<file path="config.mk">
export PLATFORM = sky130hd
export DESIGN_NAME = team_08_dino_draw
export DESIGN_NICKNAME = d
export VERILOG_FILES = /design/src/rtl/team_08_dino_draw.sv
export SDC_FILE = /design/constraint.sdc
export NUM_CORES = 1
export LEC_CHECK = 0
export BUFFER_PORTS_ARGS = -buffer_cell sky130_fd_sc_hd__buf_4
export CAP_MARGIN = 20
export CORE_MARGIN = 3
export CORE_UTILIZATION = 60
export CTS_CLUSTER_SIZE = 14
export DETAILED_ROUTE_END_ITERATION = 8
export PLACE_DENSITY = 0.86
export SLEW_MARGIN = 20
export SYNTH_ARGS = -nofsm -noshare
export SYNTH_HDL_FRONTEND = slang
export SYNTH_SLANG_ARGS = --single-unit
</file>
<file path="constraint.sdc">
create_clock -name clk -period 6.7 [get_ports clk]
set_input_delay 1.34 -clock clk [delete_from_list [all_inputs] [get_ports clk]]
set_output_delay 1.34 -clock clk [all_outputs]
set_load 0.01 [all_outputs]
</file>
<file path="src/rtl/team_08_dino_draw.sv">
// Dino sprite renderer: on a redraw request, erases the old sprite rectangle
// (only if the height changed) and then draws the new one, one handshaked pixel at a time.
module team_08_dino_draw #(
    parameter logic [8:0]  DINO_X   = 9'd20,
    parameter logic [7:0]  DINO_W   = 8'd10,
    parameter logic [7:0]  DINO_H   = 8'd12,
    parameter logic [7:0]  BASE_ROW = 8'd220,
    parameter logic [15:0] FG_COLOR = 16'h07E0,
    parameter logic [15:0] BG_COLOR = 16'hFFFF
) (
    input  logic        clk,
    input  logic        nRst,
    input  logic [1:0]  state,
    input  logic [7:0]  dinoY,
    input  logic        dinoMovement,
    input  logic        pixAck,
    output logic        pixValid,
    output logic [8:0]  pixX,
    output logic [7:0]  pixY,
    output logic [15:0] pixColor,
    output logic        drawDoneDino,
    output logic        busy
);

    typedef enum logic [1:0] {IDLE, RUN, WIN, OVER} state_t;
    typedef enum logic [1:0] {WAIT, ERASE, DRAW, DONE} fsm_t;

    localparam logic [7:0] FLOOR_Y = 8'd101;

    fsm_t       fsm_q, fsm_d;
    logic [7:0] row_q, row_d;
    logic [7:0] col_q, col_d;
    logic [7:0] newY_q, newY_d;
    logic [7:0] lastY_q, lastY_d;
    logic [7:0] rectY;
    logic       last_col, last_pix, xfer;

    always_ff @(posedge clk or negedge nRst) begin
        if (!nRst) begin
            fsm_q   <= WAIT;
            row_q   <= '0;
            col_q   <= '0;
            newY_q  <= FLOOR_Y;
            lastY_q <= FLOOR_Y;
        end else begin
            fsm_q   <= fsm_d;
            row_q   <= row_d;
            col_q   <= col_d;
            newY_q  <= newY_d;
            lastY_q <= lastY_d;
        end
    end

    assign last_col = (col_q == DINO_W - 8'd1);
    assign last_pix = last_col && (row_q == DINO_H - 8'd1);
    assign xfer     = pixValid && pixAck;

    always_comb begin
        fsm_d   = fsm_q;
        row_d   = row_q;
        col_d   = col_q;
        newY_d  = newY_q;
        lastY_d = lastY_q;
        case (fsm_q)
            WAIT: begin
                if (dinoMovement && state == RUN) begin
                    newY_d = dinoY;
                    row_d  = '0;
                    col_d  = '0;
                    fsm_d  = (dinoY != lastY_q) ? ERASE : DRAW;
                end
            end
            ERASE, DRAW: begin
                // Row-major walk; wrapping to (0,0) on the last pixel doubles as the ERASE->DRAW clear.
                if (xfer) begin
                    if (last_col) begin
                        col_d = '0;
                        row_d = last_pix ? '0 : row_q + 8'd1;
                    end else begin
                        col_d = col_q + 8'd1;
                    end
                    if (last_pix) fsm_d = (fsm_q == ERASE) ? DRAW : DONE;
                end
            end
            DONE: begin
                lastY_d = newY_q;
                fsm_d   = WAIT;
            end
            default: fsm_d = WAIT;
        endcase
    end

    assign rectY        = (fsm_q == ERASE) ? lastY_q : newY_q;
    assign pixValid     = (fsm_q == ERASE) || (fsm_q == DRAW);
    assign pixX         = DINO_X + {1'b0, col_q};
    assign pixY         = BASE_ROW - rectY + row_q;
    assign pixColor     = (fsm_q == ERASE) ? BG_COLOR : FG_COLOR;
    assign drawDoneDino = (fsm_q == DONE);
    assign busy         = (fsm_q != WAIT);

endmodule

</file>
Yosys cells after proc, flatten, opt, wreduce, memory -nomap -nowiden:

Index checks and enable logic that the tools add are counted.

* bits in registers: 34
* bits in latches: 0
* bits in writable memories: 0
* ROM bits: 0
* input bits: 14
* output and inout port bits: 36
* logic and storage cells: 49
* memories: 0

* add/subtract/negate cells: 5
* multipliers: 0
* divide/modulo/power cells: 0
* $lt $le $gt $ge: 0
* equal/unequal tests: 11
* shift operators: 0
* mux-type cells: 16
* bitwise logic cells: 0
* reductions and logical operators: 12

Operators with widths (number)
* $mux W8: 7
* $pmux W8 S2: 2
* $add A8 B1 Y8 const B: 2
* $eq A8 B4 Y1 const B: 2
* $mux W16: 1
* $add A5 B8 Y9 const A: 1
* $add A8 B8 Y8: 1
* $mux W2: 4
* $ne A2 B2 Y1 const B: 4
* $ne A8 B8 Y1: 1
* $sub A8 B8 Y8 const A: 1
* $pmux W2 S3: 1
* $reduce_and A3 Y1: 2
* $eq A2 B1 Y1 const B: 2
* $eq A2 B2 Y1 const B: 2
* $reduce_and A4 Y1: 1
* $reduce_bool A2 Y1: 2
* $logic_and A1 B1 Y1: 3
* $logic_not A2 Y1: 1
* $reduce_and A2 Y1: 1
* $reduce_or A2 Y1: 1
* $logic_or A1 B1 Y1: 1
* $mux W1: 1

Logic depth before layout (Yosys ltp):

* depth in word-level cells: 6
* depth in mapped cells: 14

Least setup slack after synthesis:

Ideal clock, no wire load.

* kind: reg-to-output
* start point: register fsm_q[1]
* end point: output pixY[7]
* arrival: 3.009 ns
* data required time: 5.360 ns
* slack: 2.351 ns
* stages on the path, launching flop included: 15
* buffers on the path: 1
* cells stage by stage: dfrtp_1 -> inv_1 -> ha_1 -> clkbuf_1 -> mux2_2 -> ha_1 -> inv_1 -> ha_1 -> inv_1 -> fa_1 -> nor2b_1 -> nor3_1 -> o21bai_1 -> a21oi_1 -> xnor2_1

* word-level cells in the longest chain between the ends: 4

Ends and longest elaborated chain
* start, declared: RTL line 30 `fsm_t fsm_q, fsm_d;`
* start signal, assigned: RTL line 46 `fsm_q <= fsm_d;`
* $eq A2 B1 Y1: RTL line 93 `assign rectY = (fsm_q == ERASE) ? lastY_q : newY_q;`
* $mux W8: RTL line 93
* $sub A8 B8 Y8: RTL line 96 `assign pixY = BASE_ROW - rectY + row_q;`
* $add A8 B8 Y8: RTL line 96
* end, declared: RTL line 19 `output logic [7:0] pixY,`

Every way passes these cells.

Worst setup path after layout:

Same ends and word-level chain as after synthesis.

==> flow_metrics.tcl <==
set metrics [dict create \
    cp_max_fo 18 \
    reg2reg_to "row_q[7]$_DFFE_PN0P_" \
    die_width_um 70.44 \
    drt_wl_total_um 4856 \
    cts_setup_buffers 0 \
    grt_pass1_vias 1853 \
    rr_worst_depth 7 \
    yosysTopAreaCellShare_pct 26.12 \
    async_flop_share_pct 100.0 \
    place.gp.congestion 0.8504 \
    crit_cells 14 \
    h-tree-depth 2 \
    fill_cells 280 \
    die_y_um 70.44 \
    hpwl_um 3786 \
    status "finished, final reports clean" \
    post-route-drc-count 0 \
    max-cap-violations 0 \
    yosysUniqueCellTypes 44 \
    netlist_area_mm2 0.002491 \
    ys_seq_elements 34 \
    max_stage_delay_ns 0.71 \
    multiInputGateArea_mm2 0.001385 \
    viasPerCell 5.580 \
    core-area_mm2 0.003826 \
    synth_warnings 0 \
    r2r_start "fsm_q[0]$_DFFE_PN0P_" \
    syn_to_final_growth_pct 12.91 \
    crit_arrival_ns 3.58 \
    worstSetupStartpointType "flop" \
    cts_root_buf "clkbuf_8" \
    synth.avg_cell_area_um2 9.925 \
    port_buffers 43 \
    start_util_pct 65.11 \
    worst-slew-pin-transition_ns 0.8089 \
    crit_start "fsm_q[1]$_DFFE_PN0P_" \
    fin_crit_sh_pct 73.49 \
    drive_gt1_share_pct 31.10 \
    final_cell_mix "buf_4, inv_1, dfrtp_1, ha_1, mux2_2" \
    crit_end "pixY[7]" \
    clock_latency_ns 0.29 \
    fin_worst_skew_ns 0.01012 \
    cts_buffer_depth 2 \
    crit_slowest_cell "ha_1" \
    crit_family "adder cells" \
    yosysTopAreaCell "dfrtp_1" \
    hold_viol_final 0 \
    cts_tree "built" \
    seqCellArea_um2 860.8 \
    synth_edf_count 0 \
    hp-start "newY_q[7]$_DFFE_PN0P_" \
    ys.flop_type "dfrtp_1" \
    track_usage_pct 21.05 \
    synth_area_leaders "dfrtp_1, ha_1, mux2_2, dfstp_2, xnor2_1" \
    vias 1847 \
    num_rows 22 \
    nNetsFinal 320 \
    post_drt_wl_per_cell_um 14.67 \
    dr.pass1.iters 4 \
    drt_iter0_drc 133 \
    crit_chain "inv_1 > ha_1 > mux2_2 > ha_1 > inv_1 > ha_1 > inv_1 > fa_1 > nor2b_1 > nor3_1 > o21bai_1 > a21oi_1 > xnor2_1 > buf_4" \
    n_antenna_cell 0 \
    layout_min_cycle_time_ns 4.924 \
    path_clk_slew_ns 0.06 \
    rsz0062_at_grt "no" \
    criticalPathCategory "reg2out" \
    hold_buffers 0 \
    cts_buffers 5 \
    seq_area_frac_synth_pct 34.56 \
    max_clock_freq_mhz 203.1 \
    grt_pass1_wl_um 8369 \
    cp_num_buf_inv 4 \
    grt_overflow 0 \
    cts_sinks 34 \
    ant_nets 0 \
    ios 50 \
    layout_commonest_cell "buf_4" \
    setup_tns_ns 0 \
    maxSlewHeadroom_pct 46.08 \
    min_path_type "reg2reg" \
    antenna_found_initial 0 \
    cp.required_ns 5.36 \
    cts_resized 0 \
    setup_viol 0 \
    grt_start_max_net_pins 35 \
    synth_cells 251 \
    slew_violations 0 \
    fin_util_pct 73.51 \
    die_area_mm2 0.004961 \
    cp-end-kind "output port" \
    rrSetupSlack_ns 4.57 \
]
==> worst reg2reg max path: cells and delay by family, from the launching register on <==
kind	cells	cell delay, ns
adders and majority gates	1	0.27
buffers and inverters	1	0.13
AOI/OAI and AO/OA	3	0.70
and+or+nand+nor	2	0.51
DFF	1	0.40
==> layer usage <==
layer	wire length (um)	vias up	GRT usage (%)
li1	-	892	-
met1	2025	877	26.30
met2	2434	69	35.65
met3	300	9	4.748
met4	95	0	7.021
met5	0	-	0
==> metrics by stage <==
stage / instances / hold WS [ns] / cell area (um2) / setup slack, ns
2_1_floorplan: 256 / 0.4903 / 2510 / 2.351
3_3_place_gp: 323 / 0.5151 / 2730 / 2.234
3_5_place_dp: 323 / 0.5233 / 2730 / 2.111
4_1_cts: 331 / 0.5398 / 2813 / 1.774
6_report: 331 / 0.5382 / 2813 / 1.776
5_1_grt: 331 / 0.5703 / 2813 / 1.511
==> Yosys cell counts, drive strengths merged (6+ instances only) <==
library cell / n
mux2: 21
o21ai: 14
dfstp: 8
buf: 19
xnor2: 20
a21oi: 9
nand3: 6
nor2: 13
inv: 27
dfrtp: 26
nand2: 12
ha: 23
==> logic make-up after synthesis <==
family	count (synthesis)	synth area share [%]
mux	26	11.50
buf+inv	51	10.60
xor+xnor	23	8.087
other cells	1	0.1505
fa+ha+maj	24	12.36
compound gates	38	10.65
simple gates	54	12.10
flops	34	34.56
==> state kept, by name, indices dropped and copies added (netlist names) <==
name and flops:
lastY_q 8, row_q 8, fsm_q 2, col_q 8, newY_q 8
==> how the worst min path moves through the flow <==
stage	to	slack, ns	cells after the start
floorplan	row_q[0]$_DFFE_PN0P_	0.49	1
global placement	lastY_q[4]$_DFFE_PN0P_	0.52	1
detailed placement	newY_q[7]$_DFFE_PN0P_	0.52	1
CTS	newY_q[7]$_DFFE_PN0P_	0.54	1
global route	lastY_q[3]$_DFFE_PN0P_	0.57	1
finish	newY_q[7]$_DFFE_PN0P_	0.54	1
==> final cells by class <==
type                            count  share of cell area [%]
Sequential cell                    34                   30.60
Tap cell                           48                   2.135
Clock inverter                      2                  0.3559
Inverter                           27                   3.603
Timing Repair Buffer               43                   11.48
Clock buffer                        6                   2.580
Multi-Input combinational cell    171                   49.24
Power is not shown: default switching activity piles up to over one toggle a cycle in this logic, so the estimate is an artifact.
